`config.mk`:
```
export PLATFORM = sky130hd
export DESIGN_NAME = el2_regfile_snapshot_flat
export DESIGN_NICKNAME = d
export VERILOG_FILES = /design/src/rtl/el2_regfile_snapshot_pkg.sv /design/src/rtl/el2_regfile_snapshot_if.sv /design/src/rtl/el2_regfile_snapshot_penc.sv /design/src/rtl/el2_regfile_snapshot.sv /design/src/flat_wrapper.sv
export SDC_FILE = /design/constraint.sdc
export NUM_CORES = 2
export LEC_CHECK = 0
export BUFFER_PORTS_ARGS = -buffer_cell sky130_fd_sc_hd__buf_2
export CAP_MARGIN = 20
export CORE_ASPECT_RATIO = 0.5
export CORE_UTILIZATION = 30
export DETAILED_ROUTE_END_ITERATION = 8
export PLACE_DENSITY_LB_ADDON = 0.05
export RECOVER_POWER = 25
export SLEW_MARGIN = 5
export SYNTH_ARGS = -nofsm -noshare
export SYNTH_HDL_FRONTEND = slang
export SYNTH_SLANG_ARGS = --single-unit
```
`constraint.sdc`:
```
create_clock -name clk -period 11.69 [get_ports clk]
set_input_delay 0.5845 -clock clk [delete_from_list [all_inputs] [get_ports clk]]
set_output_delay 0.5845 -clock clk [all_outputs]
set_load 0.005 [all_outputs]
```
`src/rtl/el2_regfile_snapshot_pkg.sv`:
```
// rtl/el2_regfile_snapshot_pkg.sv - register index map and FSM state type for the snapshot controller
package el2_pkg;

   localparam int RF_IDX_RA        = 0;
   localparam int RF_IDX_SP        = 1;
   localparam int RF_IDX_FP        = 2;
   localparam int RF_IDX_A0        = 3;
   localparam int RF_IDX_A1        = 4;
   localparam int RF_IDX_A2        = 5;
   localparam int RF_IDX_A3        = 6;
   localparam int RF_IDX_A4        = 7;
   localparam int RF_IDX_A5        = 8;
   localparam int RF_IDX_A6        = 9;
   localparam int RF_IDX_A7        = 10;
   localparam int RF_IDX_PC        = 11;
   localparam int RF_IDX_NPC       = 12;
   localparam int RF_IDX_MSTATUS   = 13;
   localparam int RF_IDX_MIE       = 14;
   localparam int RF_IDX_MTVEC     = 15;
   localparam int RF_IDX_MSCRATCH  = 16;
   localparam int RF_IDX_MEPC      = 17;
   localparam int RF_IDX_MCAUSE    = 18;
   localparam int RF_IDX_MTVAL     = 19;
   localparam int RF_IDX_MIP       = 20;
   localparam int RF_IDX_MCYCLEL   = 21;
   localparam int RF_IDX_MCYCLEH   = 22;
   localparam int RF_IDX_MINSTRETL = 23;
   localparam int RF_IDX_MINSTRETH = 24;
   localparam int RF_IDX_MRAC      = 25;
   localparam int RF_SNAP_NUM      = 26;

   typedef enum logic [1:0] {
      IDLE   = 2'd0,
      STREAM = 2'd1,
      GAP    = 2'd2
   } el2_rf_snap_state_t;

endpackage

```
`src/rtl/el2_regfile_snapshot_if.sv`:
```
// rtl/el2_regfile_snapshot_if.sv - exposed architectural register set (11 GPRs, 15 PC/CSR words)
interface el2_regfile_if;

   logic [31:0] ra, sp, fp;
   logic [31:0] a0, a1, a2, a3, a4, a5, a6, a7;
   logic [31:0] pc, npc, mstatus, mie, mtvec, mscratch, mepc, mcause, mtval, mip;
   logic [31:0] mcyclel, mcycleh, minstretl, minstreth, mrac;

   modport veer_rf_source (
      output ra, sp, fp, a0, a1, a2, a3, a4, a5, a6, a7,
             pc, npc, mstatus, mie, mtvec, mscratch, mepc, mcause, mtval, mip,
             mcyclel, mcycleh, minstretl, minstreth, mrac
   );

   modport veer_rf_sink (
      input  ra, sp, fp, a0, a1, a2, a3, a4, a5, a6, a7,
             pc, npc, mstatus, mie, mtvec, mscratch, mepc, mcause, mtval, mip,
             mcyclel, mcycleh, minstretl, minstreth, mrac
   );

endinterface

```
`src/rtl/el2_regfile_snapshot_penc.sv`:
```
// rtl/el2_regfile_snapshot_penc.sv - find-first-set over the pending word mask
module el2_rf_snap_penc
   import el2_pkg::*;
(
   input  logic [RF_SNAP_NUM-1:0] vec,
   output logic [4:0]             idx,
   output logic                   any,
   output logic                   one_left
);

   always_comb begin
      idx = '0;
      for (int i = RF_SNAP_NUM - 1; i >= 0; i--) begin
         if (vec[i]) idx = 5'(i);
      end
   end

   assign any      = |vec;
   // clearing the lowest set bit leaves nothing exactly when one bit was set
   assign one_left = any && ((vec & (vec - 26'd1)) == '0);

endmodule

```
`src/rtl/el2_regfile_snapshot.sv`:
```
// rtl/el2_regfile_snapshot.sv - trigger-driven atomic capture of the register set, streamed one word per beat
module el2_regfile_snapshot
   import el2_pkg::*;
#(
   parameter int unsigned MIN_GAP = 4
) (
   input  logic                   clk,
   input  logic                   rst,
   el2_regfile_if.veer_rf_sink    rf,
   input  logic                   req_trap,
   input  logic                   req_sw,
   input  logic [RF_SNAP_NUM-1:0] mask,
   input  logic                   drop_clr,
   output logic                   busy,
   output logic                   out_valid,
   input  logic                   out_ready,
   output logic [4:0]             out_idx,
   output logic [31:0]            out_data,
   output logic                   out_last,
   output logic                   out_src,
   output logic [7:0]             drop_cnt
);

   el2_rf_snap_state_t    state_q, state_d;
   logic [RF_SNAP_NUM-1:0] pend_q, pend_d;
   logic                   src_q, src_d;
   logic [7:0]             gap_q, gap_d;
   logic [7:0]             drop_q, drop_d;
   logic [31:0]            shadow_q [RF_SNAP_NUM];
   logic [31:0]            rf_words [RF_SNAP_NUM];

   logic                   accept;
   logic [1:0]             ntrig, ndrop;
   logic [8:0]             drop_sum;
   logic [4:0]             sel_idx;
   logic                   sel_any, sel_one;

   assign rf_words[RF_IDX_RA]        = rf.ra;
   assign rf_words[RF_IDX_SP]        = rf.sp;
   assign rf_words[RF_IDX_FP]        = rf.fp;
   assign rf_words[RF_IDX_A0]        = rf.a0;
   assign rf_words[RF_IDX_A1]        = rf.a1;
   assign rf_words[RF_IDX_A2]        = rf.a2;
   assign rf_words[RF_IDX_A3]        = rf.a3;
   assign rf_words[RF_IDX_A4]        = rf.a4;
   assign rf_words[RF_IDX_A5]        = rf.a5;
   assign rf_words[RF_IDX_A6]        = rf.a6;
   assign rf_words[RF_IDX_A7]        = rf.a7;
   assign rf_words[RF_IDX_PC]        = rf.pc;
   assign rf_words[RF_IDX_NPC]       = rf.npc;
   assign rf_words[RF_IDX_MSTATUS]   = rf.mstatus;
   assign rf_words[RF_IDX_MIE]       = rf.mie;
   assign rf_words[RF_IDX_MTVEC]     = rf.mtvec;
   assign rf_words[RF_IDX_MSCRATCH]  = rf.mscratch;
   assign rf_words[RF_IDX_MEPC]      = rf.mepc;
   assign rf_words[RF_IDX_MCAUSE]    = rf.mcause;
   assign rf_words[RF_IDX_MTVAL]     = rf.mtval;
   assign rf_words[RF_IDX_MIP]       = rf.mip;
   assign rf_words[RF_IDX_MCYCLEL]   = rf.mcyclel;
   assign rf_words[RF_IDX_MCYCLEH]   = rf.mcycleh;
   assign rf_words[RF_IDX_MINSTRETL] = rf.minstretl;
   assign rf_words[RF_IDX_MINSTRETH] = rf.minstreth;
   assign rf_words[RF_IDX_MRAC]      = rf.mrac;

   el2_rf_snap_penc u_penc (
      .vec      (pend_q),
      .idx      (sel_idx),
      .any      (sel_any),
      .one_left (sel_one)
   );

   assign busy      = (state_q != IDLE);
   assign out_valid = (state_q == STREAM) && sel_any;
   assign out_idx   = out_valid ? sel_idx : 5'd0;
   assign out_data  = out_valid ? shadow_q[sel_idx] : 32'd0;
   assign out_last  = out_valid && sel_one;
   assign out_src   = src_q;
   assign drop_cnt  = drop_q;

   always_comb begin
      state_d = state_q;
      pend_d  = pend_q;
      src_d   = src_q;
      gap_d   = gap_q;
      accept  = 1'b0;
      ntrig   = {1'b0, req_trap} + {1'b0, req_sw};
      ndrop   = ntrig;
      unique case (state_q)
         IDLE: begin
            if ((req_trap || req_sw) && (mask != '0)) begin
               accept  = 1'b1;
               pend_d  = mask;
               src_d   = req_trap;
               state_d = STREAM;
               // only the losing sw request is lost on a simultaneous accept
               ndrop   = (req_trap && req_sw) ? 2'd1 : 2'd0;
            end
         end
         STREAM: begin
            if (out_valid && out_ready) begin
               pend_d = pend_q & ~(26'd1 << sel_idx);
               if (sel_one) begin
                  if (MIN_GAP > 0) begin
                     state_d = GAP;
                     gap_d   = 8'(MIN_GAP - 1);
                  end else begin
                     state_d = IDLE;
                  end
               end
            end
         end
         GAP: begin
            if (gap_q == 8'd0) state_d = IDLE;
            else               gap_d   = gap_q - 8'd1;
         end
         default: state_d = IDLE;
      endcase
      drop_sum = {1'b0, drop_q} + {7'd0, ndrop};
      if (drop_clr)              drop_d = 8'd0;
      else if (drop_sum > 9'd255) drop_d = 8'hFF;
      else                       drop_d = drop_sum[7:0];
   end

   always_ff @(posedge clk) begin
      if (rst) begin
         state_q <= IDLE;
         pend_q  <= '0;
         src_q   <= 1'b0;
         gap_q   <= 8'd0;
         drop_q  <= 8'd0;
         for (int i = 0; i < RF_SNAP_NUM; i++) shadow_q[i] <= 32'd0;
      end else begin
         state_q <= state_d;
         pend_q  <= pend_d;
         src_q   <= src_d;
         gap_q   <= gap_d;
         drop_q  <= drop_d;
         if (accept) begin
            for (int i = 0; i < RF_SNAP_NUM; i++) shadow_q[i] <= rf_words[i];
         end
      end
   end

endmodule

```
`src/flat_wrapper.sv`:
```
// flat-port wrapper written by rule: the top's interface ports become plain ports
module el2_regfile_snapshot_flat import el2_pkg::*;
#(
   parameter int unsigned MIN_GAP = 4
)
  (clk, rst, req_trap, req_sw, mask, drop_clr, busy, out_valid, out_ready, out_idx, out_data, out_last, out_src, drop_cnt, rf_ra, rf_sp, rf_fp, rf_a0, rf_a1, rf_a2, rf_a3, rf_a4, rf_a5, rf_a6, rf_a7, rf_pc, rf_npc, rf_mstatus, rf_mie, rf_mtvec, rf_mscratch, rf_mepc, rf_mcause, rf_mtval, rf_mip, rf_mcyclel, rf_mcycleh, rf_minstretl, rf_minstreth, rf_mrac);
  el2_regfile_if rf_i ();
  input  logic clk;
  input  logic rst;
  input  logic req_trap;
  input  logic req_sw;
  input  logic [RF_SNAP_NUM-1:0] mask;
  input  logic drop_clr;
  output logic busy;
  output logic out_valid;
  input  logic out_ready;
  output logic [4:0] out_idx;
  output logic [31:0] out_data;
  output logic out_last;
  output logic out_src;
  output logic [7:0] drop_cnt;
  input wire logic [$bits(rf_i.ra)-1:0] rf_ra;
  input wire logic [$bits(rf_i.sp)-1:0] rf_sp;
  input wire logic [$bits(rf_i.fp)-1:0] rf_fp;
  input wire logic [$bits(rf_i.a0)-1:0] rf_a0;
  input wire logic [$bits(rf_i.a1)-1:0] rf_a1;
  input wire logic [$bits(rf_i.a2)-1:0] rf_a2;
  input wire logic [$bits(rf_i.a3)-1:0] rf_a3;
  input wire logic [$bits(rf_i.a4)-1:0] rf_a4;
  input wire logic [$bits(rf_i.a5)-1:0] rf_a5;
  input wire logic [$bits(rf_i.a6)-1:0] rf_a6;
  input wire logic [$bits(rf_i.a7)-1:0] rf_a7;
  input wire logic [$bits(rf_i.pc)-1:0] rf_pc;
  input wire logic [$bits(rf_i.npc)-1:0] rf_npc;
  input wire logic [$bits(rf_i.mstatus)-1:0] rf_mstatus;
  input wire logic [$bits(rf_i.mie)-1:0] rf_mie;
  input wire logic [$bits(rf_i.mtvec)-1:0] rf_mtvec;
  input wire logic [$bits(rf_i.mscratch)-1:0] rf_mscratch;
  input wire logic [$bits(rf_i.mepc)-1:0] rf_mepc;
  input wire logic [$bits(rf_i.mcause)-1:0] rf_mcause;
  input wire logic [$bits(rf_i.mtval)-1:0] rf_mtval;
  input wire logic [$bits(rf_i.mip)-1:0] rf_mip;
  input wire logic [$bits(rf_i.mcyclel)-1:0] rf_mcyclel;
  input wire logic [$bits(rf_i.mcycleh)-1:0] rf_mcycleh;
  input wire logic [$bits(rf_i.minstretl)-1:0] rf_minstretl;
  input wire logic [$bits(rf_i.minstreth)-1:0] rf_minstreth;
  input wire logic [$bits(rf_i.mrac)-1:0] rf_mrac;
  assign rf_i.ra = rf_ra;
  assign rf_i.sp = rf_sp;
  assign rf_i.fp = rf_fp;
  assign rf_i.a0 = rf_a0;
  assign rf_i.a1 = rf_a1;
  assign rf_i.a2 = rf_a2;
  assign rf_i.a3 = rf_a3;
  assign rf_i.a4 = rf_a4;
  assign rf_i.a5 = rf_a5;
  assign rf_i.a6 = rf_a6;
  assign rf_i.a7 = rf_a7;
  assign rf_i.pc = rf_pc;
  assign rf_i.npc = rf_npc;
  assign rf_i.mstatus = rf_mstatus;
  assign rf_i.mie = rf_mie;
  assign rf_i.mtvec = rf_mtvec;
  assign rf_i.mscratch = rf_mscratch;
  assign rf_i.mepc = rf_mepc;
  assign rf_i.mcause = rf_mcause;
  assign rf_i.mtval = rf_mtval;
  assign rf_i.mip = rf_mip;
  assign rf_i.mcyclel = rf_mcyclel;
  assign rf_i.mcycleh = rf_mcycleh;
  assign rf_i.minstretl = rf_minstretl;
  assign rf_i.minstreth = rf_minstreth;
  assign rf_i.mrac = rf_mrac;
  el2_regfile_snapshot #(.MIN_GAP(MIN_GAP)) u_core (.clk(clk), .rst(rst), .rf(rf_i), .req_trap(req_trap), .req_sw(req_sw), .mask(mask), .drop_clr(drop_clr), .busy(busy), .out_valid(out_valid), .out_ready(out_ready), .out_idx(out_idx), .out_data(out_data), .out_last(out_last), .out_src(out_src), .drop_cnt(drop_cnt));
endmodule
```
---- Word-level counts from Yosys, hierarchy flattened ----
Memories as Yosys holds them, arrays and structs flattened.
Cells that the tools add are included.
operators by class
  add/subtract/negate cells ............... 4
  order comparisons ....................... 1
  equal/unequal tests ..................... 7
  shift operators ......................... 1
  multiplexer cells ....................... 77
  bitwise logic cells ..................... 29
  reductions and logical operators ........ 20
operator list
  cell                                                   count
  two-way mux 32 bit                                     27
  two-way mux 5 bit                                      27
  AND 26 bit                                             2
  two-way mux 26 bit                                     2
  case mux 26 bit (2 select lines)                       1
  two-way mux 8 bit                                      4
  zero test 26 bit                                       1
  NOT 26 bit                                             1
  OR 1 bit                                               26
  nonzero test 26 bit                                    1
  OR reduction 26 bit                                    1
  << shifter 1 x 5 -> 26 bit, first input constant       1
  subtractor 26 x 1 -> 26 bit, second input constant     1
  case mux 8 bit (2 select lines)                        1
  two-way mux 2 bit                                      6
  adder 8 x 2 -> 9 bit                                   1
  > comparator 9 x 8 -> 1 bit, second input constant     1
  zero test 8 bit                                        1
  two-way mux 1 bit                                      8
  AND reduction 4 bit                                    2
  subtractor 8 x 1 -> 8 bit, second input constant       1
  logical AND 1 bit                                      6
  inequality test 2 x 1 -> 1 bit, second input constant  3
  case mux 2 bit (3 select lines)                        1
  other kinds (10)                                       13
word-level totals
  register bits ........................... 45
  memory bits (writable) .................. 832
  input bits .............................. 864
  output and inout port bits .............. 49
  logic and storage cells ................. 145
  memories ................................ 1
memory list
  name             words  width  rd ports  clocked after memory_dff  wr ports  RTL line                    text
  u_core.shadow_q  26     32     1         0                         26        el2_regfile_snapshot.sv:29  logic [31:0] shadow_q [RF_SNAP_NUM];

---- Longest topological paths before layout ----
  depth after elaboration ................. 31
  depth in mapped cells ................... 13
  mapped depth without buffers ............ 13

---- Hierarchy ----
A second synthesis with hierarchy kept.
unflattened totals
  cell total of the unflattened synthesis .. 2973
  area total of the unflattened synthesis .. 41441.0 µm²
by module, submodules not included
  module                instances  cells each  area an instance (µm²)
  el2_regfile_snapshot  1          2880        40829.2
  el2_rf_snap_penc      1          93          611.8

---- Least setup slack after synthesis ----
Ideal clock, no wire load.
  path kind ............................... in2reg
  start ................................... in req_trap
  end ..................................... mem u_core.shadow_q[0][0] (enable)
  setup time .............................. 0.861 ns
  arrival time ............................ 11.470 ns
  data required time ...................... 10.829 ns
  path slack .............................. -0.642 ns
  stages .................................. 5
  path buffers ............................ 1
  path through ............................ inv_1 > ha_1 > nor3_1 > clkbuf_1 > or2_2
RTL lines
  element          RTL line                    text
  start, declared  flat_wrapper.sv:10          input logic req_trap;
  end, declared    el2_regfile_snapshot.sv:29

==> run metrics <==
hold path depth=2; CP Class=in2reg; setup TNS=0 ps; HP Start=rf_ra[24]; Primary FF master, synth=edfxtp_1; CTS Buffer Depth=3; Clock transition at path regs=70 ps; number of synthesized register bits=877; Mapped Area=41000 um2; final worst slack=3680 ps; hold path endpoint=u_core.shadow_q[0][24]; CP arrival=8330 ps; vias in the first global route=31990; PD cells=183 nW/um2; Pint=6.07 mW; DR WL/cell=26.5 um; reg-to-reg slack, setup=5040 ps; clk_lat worst skew=710 ps; status=finished, violations left; layout overhead on the synthesized area=23.3%; fin nets=5392; register area share after synthesis=63.2%; # setup viols final=0; P_sw=3.20 mW; Root Driver=clkbuf_16; vias per inst=5.02; Reg2Reg Capture Point=u_core.shadow_q[22][17]; Routability Congestion=0.842; period utilization=68.6%; Startpoint Class=primary input; Clock power frac=31.1%; Die H=263 um; largest net degree at the start of global routing=157; Peak Freq=125 MHz; Die Wd=525 um; Comb power frac=26.5%; leakage power=19.8 nW; Critical Path RT=12010 ps; Net Count, Synth=4584; hold_buf cts=0; Core Footprint=135000 um2; EDFF count, synth=832; Hold Fails Final Rpt=0; Final min period=8010 ps; Final Cell Area=50500 um2; Layout fillers=13703; Syn. warnings=0; row count=95; Starting DRT DRC Count=2425; Least-Margin Pin Slew=4150 ps; GRT Util Overall=23.9%; commonest non-fill, non-tap cell in the layout=buf_2; CTS Buf Count=87; worst rel slew slack=-177%; min-delay worst type=in2reg; Mapped Cells=3713; Post-CTS Setup Bufs=0; CP max FO=65; total wire length=170000 um; DPL Wire Length=118000 um; first-pass GRT wire length=236000 um; Post-synth ARST share=0%; share of cells above drive strength 1=25.8%; sequential share of power=42.4%; starting density of the core=30.4%; H-Tree Depth=3; drt drc=0; violations in the final reports=capacitance limit, slew limit; CTS resizes=0; initial antenna violation count=83; CTS tree=done; Initial DRT Pass Iterations=5; Final ANT Viol Nets=0; Worst VDD drop=0.105 mV; clk sinks=877; CP endpoint kind=flop; sw frac=34.5%; total number of vias=32115; post-synthesis area per instance=11.0 um2; most frequent cells in the layout=buf_2, edfxtp_1, nand2_1; Setup WS pre-CTS=5970 ps; RSZ-0062 raised after global routing=false; Reg2Reg Depth=7; die area=138000 um2; max cap viols=7; RR Startpoint=u_core.state_q[0]; Post-Place Cell Area=47800 um2; # IOs=913; max-slew violations=519; Yosys cell types=74; remaining global-route overflow=0; skew final=25.2 ps; IO buf count=912; final core utilization=37.5%
[logic make-up after synthesis]
kind of cell               Yosys count  share of synthesized area [%]
DFF                                877                           63.2
xor gates and xnor gates             2                         0.0428
adders and majority gates            7                          0.232
muxes                               40                          0.983
AOI/OAI and AO/OA                  542                           8.38
and+or+nand+nor                   1942                           24.3
buffers and inverters              303                           2.85
[metrics by stage]
stage | hold WS, ps | power (mW) | std cells
after floorplan | 457 | 5.21 | 3713
after global placement | 470 | 6.48 | 6218
after detailed placement | 480 | 6.49 | 6225
after CTS | 97.6 | 9.39 | 6385
after global routing | 113 | 9.67 | 6398
final | 151 | 9.27 | 6402
[power groups by stage]
stage,Combinational (mW),Clock [mW],Sequential [mW]
4_1_cts,2.51,2.96,3.92
5_1_grt,2.64,3.07,3.96
3_3_place_gp,2.49,0,3.99
6_report,2.46,2.89,3.93
3_5_place_dp,2.50,0,3.99
2_1_floorplan,1.22,0,3.99
[worst max path at each step]
stage | cells after the start | start | end | slack, ps
CTS | 11 | u_core.pend_q[2] | out_data[17] | 5190
global placement | 10 | u_core.pend_q[5] | out_data[3] | 5810
finish | 5 | rst | u_core.shadow_q[22][17] | 3680
floorplan | 5 | req_trap | u_core.shadow_q[0][0] | 3580
detailed placement | 11 | u_core.pend_q[2] | out_data[17] | 5970
global route | 5 | rst | u_core.shadow_q[23][16] | 3100
[flip-flops by register name, indices dropped and copies added, names as in the netlist]
register / cells
u_core.drop_cnt: 8
u_core.pend_q: 26
u_core.state_q: 2
u_core.out_src: 1
u_core.shadow_q: 832
u_core.gap_q: 8
[cell usage after synthesis, drive strengths merged (38+ instances only)]
cell,count,share of area [%]
mux2i,38,0.93
nand3,146,1.8
nor2,53,0.49
a2111oi,66,1.4
nand2,732,6.7
a21oi,215,2.6
a31oi,98,1.5
edfxtp,832,61
nor2b,262,4.0
nor4,48,0.76
clkbuf,253,2.3
and2,577,8.8
dfxtp,45,2.2
nor3,73,0.92
[routing by layer]
metal | wire length (um) | GRT usage (%) | share of wire, %
met5 | 0 | 0 | 0
met4 | 4860 | 6.51 | 2.9
met3 | 6790 | 2.97 | 4.0
met2 | 85600 | 41.8 | 50
met1 | 72400 | 31.1 | 43
[critical path: stages]
cell and delay (ps):
clkbuf_1 2190, or2_0 850, clkbuf_1 2740, buf_4 1050
buf_4 740
[cell type report]
class | count | area (um2) | area share [%]
multi-input cells | 2533 | 14300 | 28.2
inverters | 23 | 86.3 | 0.171
repair buffers | 999 | 5220 | 10.3
diodes | 16 | 40.0 | 0.0792
flip-flops and latches | 877 | 25900 | 51.2
clock inverters | 56 | 510 | 1.01
well taps | 1794 | 2240 | 4.44
clock buffers | 104 | 2280 | 4.52
(Power assumes the default switching activity.)
